## config.mk

```make
export PLATFORM = sky130hd
export DESIGN_NAME = keypad_entry
export DESIGN_NICKNAME = d
export VERILOG_FILES = /design/src/rtl/keypad_entry.sv
export SDC_FILE = /design/constraint.sdc
export NUM_CORES = 1
export LEC_CHECK = 0
export BUFFER_PORTS_ARGS = -buffer_cell sky130_fd_sc_hd__clkbuf_2
export CORE_AREA = 5 5 133 135
export CTS_BUF_LIST = sky130_fd_sc_hd__clkbuf_4 sky130_fd_sc_hd__clkbuf_8
export CTS_CLUSTER_SIZE = 25
export DETAILED_ROUTE_END_ITERATION = 6
export DIE_AREA = 0 0 138 140
export PLACE_DENSITY = 0.45
export RECOVER_POWER = 100
export SLEW_MARGIN = 10
export SYNTH_ARGS = -nofsm -noshare
export SYNTH_HDL_FRONTEND = slang
export SYNTH_SLANG_ARGS = --single-unit
```

## constraint.sdc

```tcl
create_clock -name clock -period 6.95 [get_ports clock]
set_clock_uncertainty 0.15 [all_clocks]
set_input_delay 0.3475 -clock clock [delete_from_list [all_inputs] [get_ports clock]]
set_output_delay 0.3475 -clock clock [all_outputs]
set_load 0.05 [all_outputs]
```

## src/rtl/keypad_entry.sv

```systemverilog
// 4x4 hex keypad scanner: row-multiplexed scan, column synchroniser, per-scan
// debounce FSM and a 4-digit entry shift register feeding the display.
module keypad_entry #(
    parameter int SCAN_BITS      = 16,
    parameter int DEBOUNCE_SCANS = 4
) (
    input  logic        clock,
    input  logic        reset,
    input  logic [3:0]  col,
    input  logic        clear,
    output logic [3:0]  row,
    output logic [15:0] num,
    output logic [3:0]  key_code,
    output logic        key_valid,
    output logic [1:0]  fsm_state
);

    // key_valid is a one-cycle strobe with no backpressure; key_code holds the
    // last accepted code until the next accept, num updates on the same edge.

    typedef enum logic [1:0] {
        IDLE         = 2'd0,
        PRESS_WAIT   = 2'd1,
        HELD         = 2'd2,
        RELEASE_WAIT = 2'd3
    } state_t;

    localparam int         LOW_BITS = SCAN_BITS - 2;
    localparam logic [3:0] DB       = 4'(DEBOUNCE_SCANS);

    logic [SCAN_BITS-1:0] scan_cnt;
    logic [1:0]           row_idx;
    logic                 row_end;
    logic                 scan_done;
    logic [3:0]           col_meta;
    logic [3:0]           col_sync;
    logic [15:0]          snapshot;
    logic [15:0]          snap_full;
    logic [4:0]           snap_ones;
    logic                 snap_single;
    logic                 snap_none;
    logic [3:0]           snap_idx;
    logic [3:0]           snap_code;
    state_t               state;
    logic [3:0]           cand;
    logic [3:0]           db_cnt;
    logic [3:0]           cnt_inc;
    logic                 at_limit;
    logic                 accept;

    function automatic logic [4:0] count_ones(input logic [15:0] v);
        logic [4:0] acc;
        acc = '0;
        for (int i = 0; i < 16; i++) begin
            acc = acc + 5'(v[i]);
        end
        return acc;
    endfunction

    function automatic logic [3:0] lowest_set(input logic [15:0] v);
        logic [3:0] idx;
        idx = '0;
        for (int i = 15; i >= 0; i--) begin
            if (v[i]) begin
                idx = 4'(i);
            end
        end
        return idx;
    endfunction

    function automatic logic [3:0] decode_key(input logic [3:0] idx);
        logic [3:0] code;
        case (idx)
            4'd0:    code = 4'h1;
            4'd1:    code = 4'h2;
            4'd2:    code = 4'h3;
            4'd3:    code = 4'hA;
            4'd4:    code = 4'h4;
            4'd5:    code = 4'h5;
            4'd6:    code = 4'h6;
            4'd7:    code = 4'hB;
            4'd8:    code = 4'h7;
            4'd9:    code = 4'h8;
            4'd10:   code = 4'h9;
            4'd11:   code = 4'hC;
            4'd12:   code = 4'hE;
            4'd13:   code = 4'h0;
            4'd14:   code = 4'hF;
            default: code = 4'hD;
        endcase
        return code;
    endfunction

    assign row_idx   = scan_cnt[SCAN_BITS-1 -: 2];
    assign row_end   = &scan_cnt[LOW_BITS-1:0];
    assign scan_done = row_end && (row_idx == 2'd3);

    // Scan counter, row drive and column synchroniser run regardless of keys.
    always_ff @(posedge clock) begin
        if (reset) begin
            scan_cnt <= '0;
            row      <= 4'b1110;
            col_meta <= 4'b1111;
            col_sync <= 4'b1111;
        end else begin
            scan_cnt <= scan_cnt + 1'b1;
            row      <= ~(4'b0001 << row_idx);
            col_meta <= col;
            col_sync <= col_meta;
        end
    end

    always_ff @(posedge clock) begin
        if (reset) begin
            snapshot <= '0;
        end else if (row_end) begin
            snapshot[{row_idx, 2'b00} +: 4] <= ~col_sync;
        end
    end

    // The row-3 bits land in snapshot on the same edge the FSM reacts, so
    // merge them in combinationally to judge the scan that just finished.
    always_comb begin
        snap_full = snapshot;
        if (row_idx == 2'd3) begin
            snap_full[15:12] = ~col_sync;
        end
    end

    assign snap_ones   = count_ones(snap_full);
    assign snap_single = (snap_ones == 5'd1);
    assign snap_none   = (snap_ones == 5'd0);
    assign snap_idx    = lowest_set(snap_full);
    assign snap_code   = decode_key(snap_idx);

    assign cnt_inc  = db_cnt + 4'd1;
    assign at_limit = (cnt_inc >= DB);

    always_comb begin
        accept = 1'b0;
        if (scan_done && snap_single) begin
            if (state == IDLE) begin
                accept = (DB == 4'd1);
            end else if (state == PRESS_WAIT) begin
                accept = (snap_idx == cand) && at_limit;
            end
        end
    end

    always_ff @(posedge clock) begin
        if (reset) begin
            state     <= IDLE;
            cand      <= '0;
            db_cnt    <= '0;
            key_valid <= 1'b0;
            key_code  <= '0;
            num       <= '0;
        end else begin
            key_valid <= 1'b0;
            if (accept) begin
                key_valid <= 1'b1;
                key_code  <= snap_code;
            end
            if (clear) begin
                num <= '0;
            end else if (accept) begin
                num <= {num[11:0], snap_code};
            end

            if (scan_done) begin
                case (state)
                    IDLE: begin
                        if (snap_single) begin
                            cand   <= snap_idx;
                            db_cnt <= 4'd1;
                            state  <= (DB == 4'd1) ? HELD : PRESS_WAIT;
                        end
                    end
                    PRESS_WAIT: begin
                        if (snap_single) begin
                            if (snap_idx == cand) begin
                                db_cnt <= cnt_inc;
                                if (at_limit) begin
                                    state <= HELD;
                                end
                            end else begin
                                cand   <= snap_idx;
                                db_cnt <= 4'd1;
                            end
                        end else begin
                            state <= IDLE;
                        end
                    end
                    HELD: begin
                        // Rollover chords keep us here; only a clean release re-arms.
                        if (snap_none) begin
                            db_cnt <= 4'd1;
                            state  <= (DB == 4'd1) ? IDLE : RELEASE_WAIT;
                        end
                    end
                    RELEASE_WAIT: begin
                        if (snap_none) begin
                            db_cnt <= cnt_inc;
                            if (at_limit) begin
                                state <= IDLE;
                            end
                        end else begin
                            state <= HELD;
                        end
                    end
                    default: state <= IDLE;
                endcase
            end
        end
    end

    assign fsm_state = state;

endmodule

```

==> results of run 1 <==
## flip-flops by register name, indices dropped and copies added (netlist names)
name,count
row,4
fsm_state,2
db_cnt,4
snapshot,16
scan_cnt,16
key_valid,1
cand,4
key_code,4
col_meta,4
num,16
col_sync,4
## power breakdown
part           internal [mW]  switching [mW]
Combinational        0.00605          0.0106
Clock                  0.206           0.163
Sequential             0.433         0.00363
## cell families (layout without fill, tap and decap cells)
group,count (synthesis),after routing,share of synthesized area [%]
AOI/OAI and AO/OA,82,82,14.16
xor gates and xnor gates,14,14,3.229
adders and majority gates,26,26,9.935
buffers and inverters,52,91,5.215
DFF,75,75,37.26
muxes,24,24,6.271
and+or+nand+nor,187,187,23.94
## cells in the mapped netlist, drive strengths merged (3+ instances only)
| master | instances | area share [%] |
|---|---|---|
| nand2 | 40 | 3.7 |
| mux2i | 20 | 5.0 |
| clkbuf | 12 | 1.1 |
| and3 | 5 | 0.78 |
| buf | 5 | 0.84 |
| nor3 | 22 | 3.0 |
| nand3b | 3 | 0.56 |
| a31oi | 6 | 0.93 |
| o311ai | 3 | 0.65 |
| nand4 | 4 | 0.62 |
| a211oi | 4 | 0.99 |
| dfxtp | 75 | 37 |
| ha | 16 | 5.0 |
| nor4 | 11 | 2.4 |
| a211o | 3 | 0.65 |
| o21a | 3 | 0.56 |
| or2 | 9 | 1.4 |
| a21oi | 28 | 3.5 |
| o211ai | 3 | 0.56 |
| nand3 | 17 | 2.1 |
| o21ai | 12 | 1.6 |
| inv | 35 | 3.3 |
| nor2b | 9 | 1.4 |
| fa | 10 | 5.0 |
| a2111o | 3 | 0.84 |
| xnor2 | 9 | 2.1 |
| mux2 | 4 | 1.3 |
| xor2 | 5 | 1.1 |
| nor2 | 47 | 4.4 |
| and2 | 5 | 0.78 |
| or3 | 7 | 1.2 |
## routing by layer
layer / global-route usage [%] / up-vias / share of wire [%]
met5: 0 / - / 0
met4: 3.276 / 0 / 1.4
met3: 3.102 / 10 / 4.4
met2: 15.70 / 52 / 45
met1: 12.83 / 1468 / 49
li1: - / 1683 / -
## worst min path at each step
stage	start	end	depth (start not counted)
2_1_floorplan	col_meta[0]$_SDFF_PP1_	col_sync[0]$_SDFF_PP1_	1
3_3_place_gp	col_meta[2]$_SDFF_PP1_	col_sync[2]$_SDFF_PP1_	1
3_5_place_dp	col_meta[1]$_SDFF_PP1_	col_sync[1]$_SDFF_PP1_	1
4_1_cts	clear	num[1]$_SDFFE_PP0P_	3
5_1_grt	clear	num[1]$_SDFFE_PP0P_	3
6_report	clear	num[1]$_SDFFE_PP0P_	3
## cell type report
cell class | instances | area [um^2]
inverters | 35 | 131.4
multi-input cells | 333 | 2311
well taps | 220 | 275.3
clock buffers | 10 | 131.4
repair buffers | 40 | 186.4
fillers | 1806 | 11720
flip-flops and latches | 75 | 1501
clock inverters | 6 | 88.84
## metrics by stage
stage                     instance area [um^2]  worst slack [ns]  utilization (%)  power, mW
after floorplan                           4030             1.286                -     0.4564
after global placement                    4414            0.8591            27.00     0.4624
after detailed placement                  4414            0.7193            27.00     0.4625
after CTS                                 4674            0.7340            28.59     0.8418
after global routing                      4626            0.1959            28.29     0.8637
final                                     4626            0.6119            28.29     0.8225
## placed cells by master (no fill, tap or decap), drive strengths merged, types with 12 or more instances in the layout
| master | count |
|---|---|
| a21oi | 28 |
| nand2 | 40 |
| dfxtp | 75 |
| nor3 | 22 |
| clkbuf | 45 |
| ha | 16 |
| nand3 | 17 |
| inv | 36 |
| nor2 | 47 |
| o21ai | 12 |
| mux2i | 20 |
## what timing repair did
item	4_1_cts	5_1_grt
endpoints found under the hold margin	4	0
hold buffers	4	0
buffers inserted	0	0
## worst max-delay path, stage by stage (launching register included)
cell	delay [ns]
sky130_fd_sc_hd__dfxtp_1	0.47
sky130_fd_sc_hd__ha_1	0.47
sky130_fd_sc_hd__nand2_1	0.12
sky130_fd_sc_hd__o21ai_0	0.12
sky130_fd_sc_hd__fa_1	0.47
sky130_fd_sc_hd__fa_1	0.49
sky130_fd_sc_hd__inv_1	0.05
sky130_fd_sc_hd__fa_1	0.47
sky130_fd_sc_hd__inv_1	0.05
sky130_fd_sc_hd__fa_1	0.47
sky130_fd_sc_hd__inv_1	0.04
sky130_fd_sc_hd__ha_1	0.19
sky130_fd_sc_hd__fa_1	0.37
sky130_fd_sc_hd__or2_1	0.23
sky130_fd_sc_hd__a2111oi_2	0.69
sky130_fd_sc_hd__nand3_1	0.13
sky130_fd_sc_hd__clkbuf_1	0.27
sky130_fd_sc_hd__and4b_1	0.31
sky130_fd_sc_hd__buf_4	0.31
sky130_fd_sc_hd__mux2_1	0.36
==> Implementation_results.wiki, run 1 <==
{| class="wikitable"
! Metric !! Value
|-
| Synth Flop Type || sky130_fd_sc_hd__dfxtp_1
|-
| Reg-to-Reg End || key_code[2]$_SDFFE_PP0P_
|-
| Final critical delay including setup and external delays || roughly 6.3 ns
|-
| Overall routed net length || 9.117 mm
|-
| Min-Delay Path Class || input port to flop
|-
| Clock Sinks || 75
|-
| Headroom to the max-slew limit || -74.55%
|-
| Antenna Cells || 0
|-
| Worst-path maximum fanout || 21
|-
| Post-layout nets || 527
|-
| FF+latch count, synth || 75
|-
| Via-to-Cell Ratio || 4.469
|-
| Number of optimization iterations in the first detailed-route pass || 4
|-
| Warnings from Yosys || 0
|-
| Placement row count || 47
|-
| Latest clock arrival within the worst-skew pair || 0.36 ns
|-
| Slew at the pin with the worst max-slew slack || 2.618 ns
|-
| Failing checks || max-capacitance violations, max-slew violations
|-
| Die height || 140 um
|-
| Grt ovf || 0
|-
| Proportion of layout cells with a drive suffix above 1 || ~8.6%
|-
| Maximum clock path buffer count || 2
|-
| Clock buffer count from CTS || 9
|-
| FFs w/ async S/R, synth || 0%
|-
| Library cells used by synthesis || 65
|-
| Start point of the critical path || scan_cnt[14]$_SDFF_PP0_
|-
| Number of hold violations in the final report || 0
|-
| Peak supply drop || between 0.0001 and 0.00015 V
|-
| Highest attainable clock frequency || ~0.16 GHz
|-
| Depth of the worst register-to-register path || 19
|-
| Critical Path AT || roughly 6.4 ns
|-
| Fraction of the yosys area taken by sequential cells || 37.26%
|-
| Core Area || 0.01635 mm^2
|-
| Synthesized instance count || 460
|-
| Register-to-Register Setup Slack || 0.61 ns
|-
| Cells after DPL || between 600 and 700
|-
| P&R area growth vs syn || 14.78%
|-
| Mean post-synth cell area || around 9 um^2
|-
| Status || finished with violations
|-
| Final worst path period share || 91.20%
|-
| Endpoint type of the worst setup path || flop
|-
| H-tree levels || 3
|-
| Number of max-capacitance violations reported || 1
|-
| Library cell used as clock root buffer || sky130_fd_sc_hd__clkbuf_8
|-
| DRT iter0 DRCs || 94
|-
| Mapped Nets || 493
|-
| Data required time at the worst endpoint || between 7 and 8 ns
|-
| Wire length of the first global-routing pass || around 16 mm
|-
| Reg2reg start || scan_cnt[14]$_SDFF_PP0_
|-
| Weighted congestion at the end of routability-driven global placement || 0.7695
|-
| Hold Worst Slack || 0.1285 ns
|-
| Leak pwr || 1.666 nW
|-
| Total global-route track usage || 9.896%
|-
| # port buffers || 33
|-
| Total I/O pin count || 34
|-
| Fin cells || 719
|-
| Sum Neg Setup Slack || 0 ns
|-
| Effective utilization at floorplan || 24.65%
|-
| Final routed wire length divided by cell count || 12.68 um
|-
| Pins Over Slew Limit || 65
|-
| Capturing element of the worst setup path || key_code[2]$_SDFFE_PP0P_
|-
| Post-detailed-route count of antenna-violating nets || 0
|-
| Area of the die || 0.01932 mm^2
|-
| Setup crit start kind || flop
|-
| Crit Path Class || flop to flop
|-
| Die width || 138 um
|-
| Pin count of the biggest net entering global routing || 65
|-
| Power per cell area || 177.8 mW/mm^2
|-
| Clock-pin slew of the registers on the worst-case setup and hold paths || 0.08 ns
|-
| CTS tree || built
|-
| Gates resized, CTS repair || 0
|-
| Initial antenna violation count || 0
|-
| Count of flip-flops with a built-in enable after synthesis || 0
|-
| Area of the mapped netlist || ~0.004 mm^2
|-
| Via count of the routed design || roughly 3,200
|-
| HPWL after DPL || between 6 and 7 mm
|-
| RSZ-0062 raised after global routing || no
|-
| Final setup violation count || 0
|-
| Count of unresolved DRC violations after routing || 0
|-
| Vias in the first global route || 3,200
|}
Note: power is estimated with default switching activity, not from simulation.
==> inputs of run 2 (changes only) <==
Settings changed: CORE_AREA 5 5 133 135 to 2 2 167 104, DIE_AREA 0 0 138 140 to 0 0 169 106, SLEW_MARGIN 10 to 20.
==> run 2 against run 1 <==
Net effect:
- sequential cell count unchanged
- count of clock-buffer cells in the layout did not move
- critical path type unchanged
- first-iteration DRC count rose to 2.8 times the previous value
- routed wire length grew 3.2%
- register-to-register slack gained 0.02 ns
- setup slack better by 0.020 ns
- the run still ends with max-capacitance violations, max-slew violations left
- worst hold slack got worse by 0.093 ns
- sequential share of layout area about the same
- total power is 4.9% higher
- core utilization is 0.41 points lower
==> Implementation_results.wiki, run 2 (same netlist as run 1, synthesis figures left out) <==
{| class="wikitable"
! Metric !! Value
|-
| Status || finished with violations
|-
| Failing checks || max-capacitance violations, max-slew violations
|-
| Comb pwr share || 1.9% (about the same)
|-
| Buffers & Inverters on Critical Path || 5 (unchanged)
|-
| Pins Over Slew Limit || 65 (unchanged)
|-
| Data required time at the worst endpoint || 7.08 ns (+0.03 ns)
|-
| Crit Path Class || flop to flop
|-
| # port buffers || 33 (unchanged)
|-
| Most common cell after layout, fill and taps aside || sky130_fd_sc_hd__dfxtp_1
|-
| Final critical delay including setup and external delays || 6.318 ns (-0.02037 ns)
|-
| Final routed wire length divided by cell count || 13.25 um (+4.5%)
|-
| Total global-route track usage || 10.81% (+0.91 points)
|-
| DRT iter0 DRCs || 262 (+180%)
|-
| Hold Worst Slack || 0.03565 ns (-0.09282 ns)
|-
| Switching part of the total power || 21.08% (-0.44 points)
|-
| Portion of total power attributed to sequential cells || 50.6% (-2.5 points)
|-
| CP max stage delay || 0.65 ns (-0.04 ns)
|-
| Latest clock arrival within the worst-skew pair || 0.35 ns (about the same)
|-
| Final worst path period share || 90.90% (-0.29 points)
|-
| Number of post-CTS setup repair buffers || 0 (unchanged)
|-
| Most frequent cells in the layout || 75 x sky130_fd_sc_hd__dfxtp_1, 46 x sky130_fd_sc_hd__nor2_1, 40 x sky130_fd_sc_hd__nand2_1
|-
| Endpoint type of the worst setup path || flop
|-
| Antenna Cells || 0 (unchanged)
|-
| Worst path setup slack after routing || 0.6323 ns (+0.02037 ns)
|-
| Cell internal pwr || 681.0 uW (+5.5%)
|-
| Die height || 106 um (-24%)
|-
| Grt ovf || 0 (unchanged)
|-
| Clock-pin slew of the registers on the worst-case setup and hold paths || 0.08 ns (about the same)
|-
| Placement row count || 37 (-21%)
|-
| Headroom to the max-slew limit || -81.31% (-6.8 points)
|-
| Via count of the routed design || 3,327 (+3.5%)
|-
| Switching pwr || 181.9 uW (+2.8%)
|-
| Clock buffer count from CTS || 9 (unchanged)
|-
| Number of optimization iterations in the first detailed-route pass || 4 (unchanged)
|-
| Post-detailed-route count of antenna-violating nets || 0 (unchanged)
|-
| Most used cell along the critical path || sky130_fd_sc_hd__fa_1
|-
| Sum Neg Setup Slack || 0 ns (unchanged)
|-
| Overall routed net length || 9.405 mm (+3.2%)
|-
| Maximum clock path buffer count || 2 (unchanged)
|-
| Overall Power || 863.0 uW (+4.9%)
|-
| Clock power share || 47.5% (+2.6 points)
|-
| Initial antenna violation count || 0 (unchanged)
|-
| Slew at the pin with the worst max-slew slack || 2.720 ns (+0.1014 ns)
|-
| Number of hold violations in the final report || 0 (unchanged)
|-
| Number of max-capacitance violations reported || 1 (unchanged)
|-
| Wire length of the first global-routing pass || 15.39 mm (-2.5%)
|-
| H-tree levels || 3 (unchanged)
|-
| RSZ-0062 raised after global routing || no
|-
| Power per cell area || 186.8 mW/mm^2 (+5.0%)
|-
| Worst-path maximum fanout || 16 (-24%)
|-
| Largest registers || num (16), scan_cnt (16), snapshot (16)
|-
| Core Area || 0.01657 mm^2 (+1.4%)
|-
| Setup slack at placement || 0.3952 ns (-0.3241 ns)
|-
| Highest attainable clock frequency || 0.1583 GHz (+0.32%)
|-
| Via-to-Cell Ratio || 4.686 (+4.9%)
|-
| Critical Path AT || 6.45 ns (about the same)
|-
| Clock Sinks || 75 (unchanged)
|-
| Leak pwr || 1.662 nW (-0.26%)
|-
| Total I/O pin count || 34 (unchanged)
|-
| Effective utilization at floorplan || 24.32% (-0.33 points)
|-
| Peak supply drop || 0.00007402 V (-39%)
|-
| Area of the die || 0.01791 mm^2 (-7.3%)
|-
| Weighted congestion at the end of routability-driven global placement || 0.8027 (+4.3%)
|-
| Cell with the largest stage delay on the worst path || sky130_fd_sc_hd__and4b_2
|-
| Min-Delay Path Class || input port to flop
|-
| HPWL after DPL || 6.993 mm (+3.8%)
|-
| Proportion of layout cells with a drive suffix above 1 || 9.274% (+0.66 points)
|-
| Crit-path leading delay family || adder cells
|-
| Number of fillers in the final layout || 1,810 (+0.22%)
|-
| Library cell used as clock root buffer || sky130_fd_sc_hd__clkbuf_8
|-
| Vias in the first global route || 3,080 (-3.8%)
|-
| Die width || 169 um (+22%)
|-
| Final setup violation count || 0 (unchanged)
|-
| Post-layout nets || 524 (-0.57%)
|-
| P&R area growth vs syn || 14.65%
|-
| CP Cell Sequence || ha_1 > nand2_1 > o21ai_0 > fa_1 > fa_1 > inv_1 > fa_1 > inv_1 > fa_1 > inv_1 > ha_1 > fa_1 > or2_0 > a2111oi_2 > buf_4 > nand3_1 > and4b_2 > buf_4 > mux2i_1
|-
| Count of unresolved DRC violations after routing || 0 (unchanged)
|-
| CTS tree || built
|-
| Pin count of the biggest net entering global routing || 65 (unchanged)
|-
| Setup crit start kind || flop
|}
[run 2: layout make-up]
| type | count | area [um^2] | share of cell area, % |
|---|---|---|---|
| clock buffer | 10 | 131.4 | 2.843 |
| clock inverter | 6 | 113.9 | 2.464 |
| inverter | 35 | 131.4 | 2.843 |
| multi-input combinational | 333 | 2315 | 50.09 |
| sequential | 75 | 1501 | 32.49 |
| tap | 214 | 267.8 | 5.795 |
| timing repair buffer | 37 | 160.2 | 3.466 |
[run 2: routing by layer]
metal	share of wire [%]	wire [um]	vias up	GRT usage (%)
met1	54	5038	1572	15.74
li1	-	-	1678	-
met2	41	3855	67	15.28
met3	4.3	402	10	3.016
met5	0	0	-	0
met4	1.1	108	0	3.419
[run 2: power groups by stage]
stage	Clock, mW	Combinational (mW)	Sequential, mW
6_report	0.410	0.0160	0.437
5_1_grt	0.442	0.0179	0.438
4_1_cts	0.428	0.0166	0.437
3_5_place_dp	0	0.0161	0.447
3_3_place_gp	0	0.0161	0.447
2_1_floorplan	0	0.0110	0.445
[run 2: worst reg2reg max path, stage by stage, from the launching register on]
cell	delay, ns
sky130_fd_sc_hd__dfxtp_1	0.47
sky130_fd_sc_hd__ha_1	0.50
sky130_fd_sc_hd__nand2_1	0.13
sky130_fd_sc_hd__o21ai_0	0.11
sky130_fd_sc_hd__fa_1	0.46
sky130_fd_sc_hd__fa_1	0.49
sky130_fd_sc_hd__inv_1	0.05
sky130_fd_sc_hd__fa_1	0.49
sky130_fd_sc_hd__inv_1	0.05
sky130_fd_sc_hd__fa_1	0.50
sky130_fd_sc_hd__inv_1	0.05
sky130_fd_sc_hd__ha_1	0.20
sky130_fd_sc_hd__fa_1	0.38
sky130_fd_sc_hd__or2_0	0.22
sky130_fd_sc_hd__a2111oi_2	0.36
sky130_fd_sc_hd__buf_4	0.20
sky130_fd_sc_hd__nand3_1	0.32
sky130_fd_sc_hd__and4b_2	0.65
sky130_fd_sc_hd__buf_4	0.29
sky130_fd_sc_hd__mux2i_1	0.20
[run 2: what timing repair did]
action	4_1_cts	5_1_grt
setup endpoints to repair	0	10
endpoints found under the hold margin	1	0
hold buffers	1	0
resized for setup	0	1
[run 2: stage by stage]
stage,cell area (um^2),instances,utilization [%]
4_1_cts,4664,710,28.14
6_report,4621,710,27.88
5_1_grt,4621,710,27.88
2_1_floorplan,4030,460,-
3_5_place_dp,4409,693,26.60
3_3_place_gp,4407,693,26.59
[run 2: worst paths after layout]
kind | start | cells past startpoint | slack, ns | end
setup / recovery | scan_cnt[14]$_SDFF_PP0_ | 19 | 0.63 | num[6]$_SDFFE_PP0P_
hold / removal | col[2] | 2 | 0.04 | col_meta[2]$_SDFF_PP1_
setup reg to reg | scan_cnt[14]$_SDFF_PP0_ | 19 | 0.63 | num[6]$_SDFFE_PP0P_
hold reg to reg | col_meta[2]$_SDFF_PP1_ | 1 | 0.27 | col_sync[2]$_SDFF_PP1_
